==> src/rtl/pixel_pkg.sv <==
`default_nettype none
// +------------------------------------------------------------------+
// | pixel_pkg : state encoding and default geometry for the sequencer |
// | rev 1.0                                                           |
// +------------------------------------------------------------------+
package pixel_pkg;

  typedef enum logic [2:0] {
    ST_IDLE    = 3'd0,
    ST_ERASE   = 3'd1,
    ST_EXPOSE  = 3'd2,
    ST_CONVERT = 3'd3,
    ST_SETTLE  = 3'd4,
    ST_CAPTURE = 3'd5,
    ST_OUTPUT  = 3'd6
  } state_e;

  localparam int DEF_PIXEL_COUNT   = 4;
  localparam int DEF_COUNTER_WIDTH = 8;
  localparam int DEF_ERASE_CYCLES  = 5;

  // Duration counter must hold a full 16-bit exposure and the whole ramp window.
  function automatic int timer_width(input int counter_width);
    return (counter_width + 1 > 16) ? counter_width + 1 : 16;
  endfunction

endpackage
`default_nettype wire

==> src/rtl/phase_timer.sv <==
`default_nettype none
// +------------------------------------------------------------------+
// | phase_timer : loadable down-counter, done while count is zero     |
// | rev 1.0                                                           |
// +------------------------------------------------------------------+
module phase_timer
  import pixel_pkg::*;
#(
  parameter int WIDTH = timer_width(DEF_COUNTER_WIDTH)
) (
  input  logic             clk,
  input  logic             reset,
  input  logic             load,
  input  logic [WIDTH-1:0] load_val,
  output logic             done
);

  logic [WIDTH-1:0] cnt_q, cnt_d;

  // Saturates at zero so a long idle phase can never wrap into a false count.
  always_comb begin
    cnt_d = cnt_q;
    if (load) begin
      cnt_d = load_val;
    end else if (cnt_q != '0) begin
      cnt_d = cnt_q - WIDTH'(1);
    end
  end

  always_ff @(posedge clk) begin
    if (reset) begin
      cnt_q <= '0;
    end else begin
      cnt_q <= cnt_d;
    end
  end

  assign done = (cnt_q == '0);

endmodule
`default_nettype wire

==> src/rtl/pixel_sequencer.sv <==
`default_nettype none
// +------------------------------------------------------------------+
// | pixel_sequencer : erase/expose/convert/readout control of an array|
// | rev 1.0                                                           |
// +------------------------------------------------------------------+
module pixel_sequencer
  import pixel_pkg::*;
#(
  parameter int PIXEL_COUNT   = DEF_PIXEL_COUNT,
  parameter int COUNTER_WIDTH = DEF_COUNTER_WIDTH,
  parameter int ERASE_CYCLES  = DEF_ERASE_CYCLES
) (
  input  logic                           clk,
  input  logic                           reset,
  input  logic                           start,
  input  logic                           cds_en,
  input  logic [15:0]                    expose_time,
  output logic                           arr_reset,
  output logic                           erase,
  output logic                           expose,
  output logic                           convert,
  output logic                           corr,
  output logic                           cds,
  output logic                           read,
  output logic [$clog2(PIXEL_COUNT)-1:0] pixel_select,
  input  logic [COUNTER_WIDTH-1:0]       pixel_out,
  output logic [COUNTER_WIDTH-1:0]       px_data,
  output logic [$clog2(PIXEL_COUNT)-1:0] px_index,
  output logic                           px_valid,
  input  logic                           px_ready,
  output logic                           px_last,
  output logic                           busy,
  output logic                           frame_done
);

  localparam int IW = $clog2(PIXEL_COUNT);
  localparam int TW = timer_width(COUNTER_WIDTH);
  localparam logic [IW-1:0] LAST_IDX   = IW'(PIXEL_COUNT - 1);
  localparam logic [TW-1:0] ERASE_LOAD = TW'(ERASE_CYCLES - 1);
  localparam logic [TW-1:0] CONV_LOAD  = (TW'(1) << COUNTER_WIDTH) - TW'(1);

  state_e                   state_q, state_d;
  logic [IW-1:0]            idx_q, idx_d;
  logic                     cds_en_q, cds_en_d;
  logic [15:0]              expose_len_q, expose_len_d;
  logic [COUNTER_WIDTH-1:0] px_data_q, px_data_d;
  logic [IW-1:0]            px_index_q, px_index_d;
  logic [IW-1:0]            pixel_select_q, pixel_select_d;
  logic arr_reset_q, arr_reset_d, erase_q, erase_d, expose_q, expose_d;
  logic convert_q, convert_d, corr_q, corr_d, cds_q, cds_d, read_q, read_d;
  logic px_valid_q, px_valid_d, px_last_q, px_last_d, busy_q, busy_d;
  logic frame_done_q, frame_done_d;

  logic          timer_load;
  logic [TW-1:0] timer_load_val;
  logic          timer_done;

  phase_timer #(.WIDTH(TW)) u_phase_timer (
    .clk      (clk),
    .reset    (reset),
    .load     (timer_load),
    .load_val (timer_load_val),
    .done     (timer_done)
  );

  always_comb begin
    state_d        = state_q;
    idx_d          = idx_q;
    cds_en_d       = cds_en_q;
    expose_len_d   = expose_len_q;
    px_data_d      = px_data_q;
    px_index_d     = px_index_q;
    frame_done_d   = 1'b0;
    timer_load     = 1'b0;
    timer_load_val = '0;

    case (state_q)
      ST_IDLE: begin
        if (start) begin
          state_d        = ST_ERASE;
          cds_en_d       = cds_en;
          expose_len_d   = expose_time;
          idx_d          = '0;
          timer_load     = 1'b1;
          timer_load_val = ERASE_LOAD;
        end
      end
      ST_ERASE: begin
        if (timer_done) begin
          state_d        = ST_EXPOSE;
          timer_load     = 1'b1;
          timer_load_val = (expose_len_q == '0) ? '0 : TW'(expose_len_q) - TW'(1);
        end
      end
      ST_EXPOSE: begin
        if (timer_done) begin
          state_d        = ST_CONVERT;
          timer_load     = 1'b1;
          timer_load_val = CONV_LOAD;
        end
      end
      ST_CONVERT: begin
        if (timer_done) begin
          state_d = ST_SETTLE;
          idx_d   = '0;
        end
      end
      ST_SETTLE: state_d = ST_CAPTURE;
      ST_CAPTURE: begin
        state_d    = ST_OUTPUT;
        px_data_d  = pixel_out;
        px_index_d = idx_q;
      end
      ST_OUTPUT: begin
        if (px_ready) begin
          if (idx_q == LAST_IDX) begin
            state_d      = ST_IDLE;
            idx_d        = '0;
            frame_done_d = 1'b1;
          end else begin
            state_d = ST_SETTLE;
            idx_d   = idx_q + IW'(1);
          end
        end
      end
      default: state_d = ST_IDLE;
    endcase

    // Strobes are decoded from the next state so the flops line up with the state.
    arr_reset_d    = (state_d == ST_ERASE);
    erase_d        = (state_d == ST_ERASE);
    expose_d       = (state_d == ST_EXPOSE);
    convert_d      = (state_d == ST_CONVERT);
    read_d         = (state_d == ST_SETTLE) || (state_d == ST_CAPTURE);
    corr_d         = convert_d && cds_en_d;
    cds_d          = cds_en_d && (convert_d || read_d);
    pixel_select_d = read_d ? idx_d : '0;
    px_valid_d     = (state_d == ST_OUTPUT);
    px_last_d      = px_valid_d && (idx_d == LAST_IDX);
    busy_d         = (state_d != ST_IDLE);
  end

  always_ff @(posedge clk) begin
    if (reset) begin
      state_q        <= ST_IDLE;
      idx_q          <= '0;
      cds_en_q       <= 1'b0;
      expose_len_q   <= '0;
      px_data_q      <= '0;
      px_index_q     <= '0;
      pixel_select_q <= '0;
      arr_reset_q    <= 1'b0;
      erase_q        <= 1'b0;
      expose_q       <= 1'b0;
      convert_q      <= 1'b0;
      corr_q         <= 1'b0;
      cds_q          <= 1'b0;
      read_q         <= 1'b0;
      px_valid_q     <= 1'b0;
      px_last_q      <= 1'b0;
      busy_q         <= 1'b0;
      frame_done_q   <= 1'b0;
    end else begin
      state_q        <= state_d;
      idx_q          <= idx_d;
      cds_en_q       <= cds_en_d;
      expose_len_q   <= expose_len_d;
      px_data_q      <= px_data_d;
      px_index_q     <= px_index_d;
      pixel_select_q <= pixel_select_d;
      arr_reset_q    <= arr_reset_d;
      erase_q        <= erase_d;
      expose_q       <= expose_d;
      convert_q      <= convert_d;
      corr_q         <= corr_d;
      cds_q          <= cds_d;
      read_q         <= read_d;
      px_valid_q     <= px_valid_d;
      px_last_q      <= px_last_d;
      busy_q         <= busy_d;
      frame_done_q   <= frame_done_d;
    end
  end

  assign arr_reset    = arr_reset_q;
  assign erase        = erase_q;
  assign expose       = expose_q;
  assign convert      = convert_q;
  assign corr         = corr_q;
  assign cds          = cds_q;
  assign read         = read_q;
  assign pixel_select = pixel_select_q;
  assign px_data      = px_data_q;
  assign px_index     = px_index_q;
  assign px_valid     = px_valid_q;
  assign px_last      = px_last_q;
  assign busy         = busy_q;
  assign frame_done   = frame_done_q;

endmodule
`default_nettype wire
==> config.mk <==
export PLATFORM = sky130hd
export DESIGN_NAME = pixel_sequencer
export DESIGN_NICKNAME = d
export VERILOG_FILES = /design/src/rtl/pixel_pkg.sv /design/src/rtl/phase_timer.sv /design/src/rtl/pixel_sequencer.sv
export SDC_FILE = /design/constraint.sdc
export NUM_CORES = 1
export LEC_CHECK = 0
export BUFFER_PORTS_ARGS = -buffer_cell sky130_fd_sc_hd__buf_2
export CAP_MARGIN = 20
export CORE_ASPECT_RATIO = 0.7
export CORE_MARGIN = 5
export CORE_UTILIZATION = 40
export DETAILED_ROUTE_END_ITERATION = 7
export PLACE_DENSITY = 0.71
export SLEW_MARGIN = 20
export SYNTH_ARGS = -nofsm -noshare
export SYNTH_HDL_FRONTEND = slang
export SYNTH_SLANG_ARGS = --single-unit
==> constraint.sdc <==
create_clock -name clk -period 2 [get_ports clk]
set_clock_uncertainty 0.1 [all_clocks]
set_input_delay 0 -clock clk [delete_from_list [all_inputs] [get_ports clk]]
set_output_delay 0 -clock clk [all_outputs]
set_load 0.02 [all_outputs]
==> impl_metrics.yaml, run 1 <==
run_status:
  outcome: "finished, violations left"
  violations: "setup timing"
clock_network:
  clock-root-buffer: "clkbuf_8"
  cts_tree: "built"
  cts_max_level: 3
  numClockSinks: 60
  tritoncts.num_buffers: 9
  clk_latency_ns: 0.35
  clockBufferDepth: 2
  clkTransAtPathRegs_ns: 0.07
pwr:
  power.ir.vdd_worst_uv: 574
  powerDensity_nw_per_um2: 1310
  total_leakage_power_nw: 1.84
setup_path:
  r2r_end: "u_phase_timer.cnt_q[13]"
  startpoint_type: "flop"
  reg2reg_setup_slack_ns: -0.06
  path_max_fanout: 5
  end_kind: "flop"
  path_class: "reg -> reg"
  required_ns: 2.18
  worstPathArrival_ns: 2.24
  worstRegToRegCells: 9
  r2r_start: "u_phase_timer.cnt_q[1]"
floorplanning:
  die_area_um2: 9430
  fp.dieH_um: 82.8
  initial_core_util_pct: 41.4
  io_pins: 52
  core_um2: 7320
  die_w_um: 114
  std_cell_rows: 26
drt:
  wire_per_inst_um: 14.7
  vias: 3103
  drc: 0
  viasPerCell: 5.22
  final_antenna_net_count: 0
  drtIter0Drc: 190
  wl_um: 8760
  dr.pass1.iters: 4
global_routing:
  gr-total-overflow: 0
  grt_pass1_vias: 2990
  grtUsageMet3_pct: 5.29
  use_met2_pct: 29.2
  grt.met1_usage_pct: 25.7
  top_usage_layer: "met2"
  grt_pass1_wl_um: 14100
  grt_max_degree: 29
  track_usage_pct: 18.8
  grt_antenna_before_repair: 0
cells_and_area:
  multi_input_area_um2: 1900
  nets: 525
  regArea_um2: 1200
  drive_above_1_share_pct: 36.7
  nFillCells: 617
  area_growth_pct: 46.9
  final_cells: 594
  num_antenna_cells: 0
timing:
  setup_violations: 10
  setup_ws_ns: -0.0606
  rsz0062_at_grt: "true"
  whs_ns: 0.338
  worst_slew_pin_slew_ns: 0.470
  max_freq_mhz: 485
  relSlewSlack_pct: 68.6
  slew_violations: 0
  hold_viol_final: 0
  min_period_ns: 2.06
  min_period_over_period_pct: 103
placed_design:
  io_buffers: 51
  dpl.cell_count: 544
  dp_hpwl_um: 5930
  gp_congestion: 0.849
logic_synthesis:
  synth_edf_count: 0
  synth_cell_types: 57
  ys.flop_type: "dfxtp_1"
  syn_avg_cell_area_um2: 8.22
  ys_seq_area_share_pct: 39.7
  yosysTopAreaCellShare_pct: 39.7
  synthTopCellsByArea: "dfxtp_1, nand2_1, a21oi_1"
  ys_ff_latch: 60
  synthCells: 368
  syn_nets: 402
  synthArstFlopShare_pct: 0
  yosys_warnings: 0
  synth_area_um2: 3030
  yosysTopAreaCell: "dfxtp_1"
min_path:
  hold_path_class: "in -> reg"
  hp-start: "expose_time[10]"
  holdPathStages: 4
  hold-path-endpoint: "expose_len_q[10]"
flow_run:
  cap_violations: 0
synth_stat cells, drive strengths merged (7+ instances only):
| cell | n |
|---|---|
| nor3 | 14 |
| a21oi | 45 |
| nor2 | 19 |
| xnor2 | 13 |
| o21ai | 11 |
| buf | 7 |
| nor4 | 9 |
| clkbuf | 19 |
| xor2 | 8 |
| nand2 | 65 |
| inv | 7 |
| dfxtp | 60 |
| nand3 | 16 |
through the flow:
stage                     setup WS, ns  util [%]  setup TNS (ns)  total power, mW  instance area (µm²)
after floorplan               -0.00160         -        -0.00160             3.29                 3040
after global placement         -0.0573      50.6          -0.200             4.10                 3700
after detailed placement        -0.111      50.6          -0.875             4.16                 3700
after CTS                      0.00290      58.1               0             5.44                 4250
after global routing            -0.155      60.8           -1.80             6.23                 4450
final                          -0.0606      60.8          -0.364             5.85                 4450
metal layers:
layer	routed length, µm	vias to the layer above
met5	0	-
met4	83	0
met3	524	6
met2	4070	85
met1	4080	1461
li1	-	1551
report_power, final:
part           internal, mW  total, mW  switching [mW]
clock                 0.617       1.14           0.518
combinational          1.48       3.08            1.60
sequential             1.41       1.63           0.222
placed cells by master (no fill, tap or decap), types with 4 or more instances in the layout:
master | Yosys | routed
nand2_1 | 64 | 62
dfxtp_1 | 60 | 57
buf_4 | 1 | 57
buf_2 | 4 | 51
a21oi_1 | 45 | 40
dlygate4sd3_1 | 0 | 28
nor2_1 | 19 | 18
nand3_1 | 15 | 15
xnor2_1 | 13 | 12
clkbuf_8 | 0 | 10
nor3_1 | 12 | 8
xor2_1 | 8 | 8
o21ai_0 | 7 | 6
inv_1 | 7 | 5
a21oi_2 | 0 | 5
nor4_2 | 1 | 4
nand2b_1 | 5 | 4
a21o_1 | 4 | 4
nor2b_1 | 4 | 4
o21ai_1 | 4 | 4
a221oi_2 | 2 | 4
nor3_2 | 1 | 4
a211oi_2 | 0 | 4
ha_1 | 5 | 4
cells by family (layout without fill, tap and decap cells):
| family | after synthesis | in the layout | share of synthesized area [%] |
|---|---|---|---|
| fa+ha+maj | 5 | 5 | 2.07 |
| xor+xnor | 21 | 21 | 6.08 |
| mux | 1 | 1 | 0.372 |
| compound gates | 88 | 88 | 18.8 |
| flops | 60 | 60 | 39.7 |
| buf+inv | 33 | 161 | 4.63 |
| simple gates | 160 | 160 | 28.4 |
final cells by class:
type | instances | area share (%)
sequential | 60 | 27.1
clock buffer | 10 | 3.10
inverter | 7 | 0.647
timing repair buffer | 138 | 22.2
multi-input combinational | 275 | 42.7
tap | 98 | 2.76
clock inverter | 6 | 1.58
worst max-delay path, cell delays in order, from the launching register on:
cell and delay (ns):
dfxtp_1 0.32, inv_2 0.08, ha_4 0.14, nor4bb_4 0.26, nand4_4 0.17, a2111oi_4 0.41
buf_4 0.21, buf_4 0.11, nand2_1 0.04, a21oi_1 0.14
state kept, by name (all words and copies together), names as in the netlist, 2 cells and up:
name,flops
idx_q,2
state_q,3
expose_len_q,16
px_index,2
pixel_select,2
px_data,8
u_phase_timer.cnt_q,16
how the worst max path moves through the flow:
stage / startpoint / end / slack, ns / cells after the start
2_1_floorplan: u_phase_timer.cnt_q[3] / u_phase_timer.cnt_q[1] / -0.002 / 6
3_3_place_gp: u_phase_timer.cnt_q[0] / u_phase_timer.cnt_q[0] / -0.06 / 8
3_5_place_dp: u_phase_timer.cnt_q[0] / u_phase_timer.cnt_q[4] / -0.11 / 8
4_1_cts: u_phase_timer.cnt_q[6] / u_phase_timer.cnt_q[12] / 0.003 / 5
5_1_grt: u_phase_timer.cnt_q[1] / u_phase_timer.cnt_q[7] / -0.15 / 9
6_report: u_phase_timer.cnt_q[1] / u_phase_timer.cnt_q[13] / -0.06 / 9
timing repair:
action,CTS,global route
resized for setup,11,36
buffers inserted,1,4
endpoints found under the setup margin,13,26
endpoints found under the hold margin,36,0
hold buffers,28,0
gates cloned,1,0
pin swaps,7,18
Power figures use the tool's default switching activity.
==> inputs of run 2 (changes only) <==
Settings changed: RECOVER_POWER from default to 50.
==> impl_metrics.yaml, run 2 (synthesis results as in run 1) <==
cells_and_area:
  nets: 525
  finish.instance_area_um2: 4420
  utilization_pct: 60.4
  layout_common_cells: "nand2_1, dfxtp_1, buf_4, a21oi_1"
  drive_above_1_share_pct: 32.1
  area_growth_pct: 46.0
  nFillCells: 631
  num_antenna_cells: 0
  mostFrequentLayoutCell: "nand2_1"
drt:
  dr.pass1.iters: 4
  drtIter0Drc: 184
  wire_per_inst_um: 14.8
  drc: 0
  vias: 3107
  final_antenna_net_count: 0
  viasPerCell: 5.23
  wl_um: 8770
setup_path:
  startpoint_type: "flop"
  r2r_end: "u_phase_timer.cnt_q[13]"
  reg2reg_setup_slack_ns: -0.06
  worstPathArrival_ns: 2.24
  required_ns: 2.18
  path_max_fanout: 5
  path_class: "reg -> reg"
  worstRegToRegCells: 9
  r2r_start: "u_phase_timer.cnt_q[1]"
  end_kind: "flop"
floorplanning:
  core_um2: 7320
  fp.dieH_um: 82.8
  die_w_um: 114
  std_cell_rows: 26
  io_pins: 52
  initial_core_util_pct: 41.4
  die_area_um2: 9430
timing:
  min_period_over_period_pct: 103
  finalSetupTns_ns: -0.393
  setup_ws_ns: -0.0615
  worst_slew_pin_slew_ns: 0.500
  max_freq_mhz: 485
  whs_ns: 0.338
  slew_violations: 0
  hold_viol_final: 0
  relSlewSlack_pct: 66.6
  setup_violations: 11
  rsz0062_at_grt: "true"
  min_period_ns: 2.06
flow_run:
  cap_violations: 0
clock_network:
  cts_tree: "built"
  clkTransAtPathRegs_ns: 0.07
  clock-root-buffer: "clkbuf_8"
  numClockSinks: 60
  tritoncts.num_buffers: 9
  clk_latency_ns: 0.35
  clockBufferDepth: 2
  cts_max_level: 3
min_path:
  hp-start: "expose_time[10]"
  hold-path-endpoint: "expose_len_q[10]"
  holdPathStages: 4
  hold_path_class: "in -> reg"
placed_design:
  place_area_um2: 3700
  gp_congestion: 0.849
  dp_hpwl_um: 5930
  io_buffers: 51
global_routing:
  grt_pass1_vias: 2990
  track_usage_pct: 18.8
  grt_antenna_before_repair: 0
  gr-total-overflow: 0
  grt_max_degree: 29
  grt_pass1_wl_um: 14100
pwr:
  clkPwrFrac_pct: 19.4
  report.power.total_mw: 5.84
  total_leakage_power_nw: 1.74
  swShare_pct: 40.1
  power.internal_mw: 3.50
  seqPwrFrac_pct: 27.9
  comb_power_share_pct: 52.6
  power.switching_mw: 2.34
  power.ir.vdd_worst_uv: 574
  powerDensity_nw_per_um2: 1320
run_status:
  outcome: "finished, violations left"
  violations: "setup timing"
-- run 2: power by group through the flow --
stage               combinational (mW)  clock (mW)  sequential (mW)
global placement                  2.49           0             1.61
detailed placement                2.54           0             1.62
finish                            3.07        1.14             1.63
floorplan                         1.65           0             1.64
global route                      3.35        1.21             1.65
CTS                               2.68        1.16             1.60
-- run 2: what timing repair did --
action	CTS	global route
hold endpoints to repair	36	0
pin swaps	7	18
gates cloned	1	0
setup endpoints to repair	13	26
resized for setup	11	36
hold buffers	28	0
buffers inserted	1	4
-- run 2: layer usage --
metal	track usage (%)	vias up	part of all wire (%)
met5	0	-	0
met4	5.46	0	1.1
met3	5.29	8	6.3
met2	29.2	87	46
met1	25.7	1462	46
li1	-	1550	-
-- run 2: worst max path at each step --
stage,from,endpoint,slack [ns],depth (start not counted)
2_1_floorplan,u_phase_timer.cnt_q[3],u_phase_timer.cnt_q[1],-0.002,6
3_3_place_gp,u_phase_timer.cnt_q[0],u_phase_timer.cnt_q[0],-0.06,8
3_5_place_dp,u_phase_timer.cnt_q[0],u_phase_timer.cnt_q[4],-0.11,8
4_1_cts,u_phase_timer.cnt_q[6],u_phase_timer.cnt_q[12],0.003,5
5_1_grt,u_phase_timer.cnt_q[1],u_phase_timer.cnt_q[7],-0.15,9
6_report,u_phase_timer.cnt_q[1],u_phase_timer.cnt_q[13],-0.06,9
-- run 2: stage by stage --
step | cells | worst slack, ns
after CTS | 590 | 0.00290
after detailed placement | 544 | -0.111
after global routing | 594 | -0.155
final | 594 | -0.0615
after global placement | 544 | -0.0573
after floorplan | 368 | -0.00160
-- run 2: area by class of cell --
class,instances,area [µm²],share of cell area (%)
clock buffers,10,138,3.12
clock inverters,6,70.1,1.59
inverters,7,28.8,0.651
multi-input cells,275,1900,42.9
flip-flops and latches,60,1200,27.3
well taps,98,123,2.78
repair buffers,138,957,21.7
-- run 2: worst max-delay path: stages (launching register included) --
cell,delay [ns]
dfxtp_1,0.32
inv_2,0.08
ha_4,0.14
nor4bb_4,0.26
nand4_4,0.17
a2111oi_4,0.41
buf_4,0.21
buf_4,0.11
nand2_1,0.04
a21oi_1,0.14
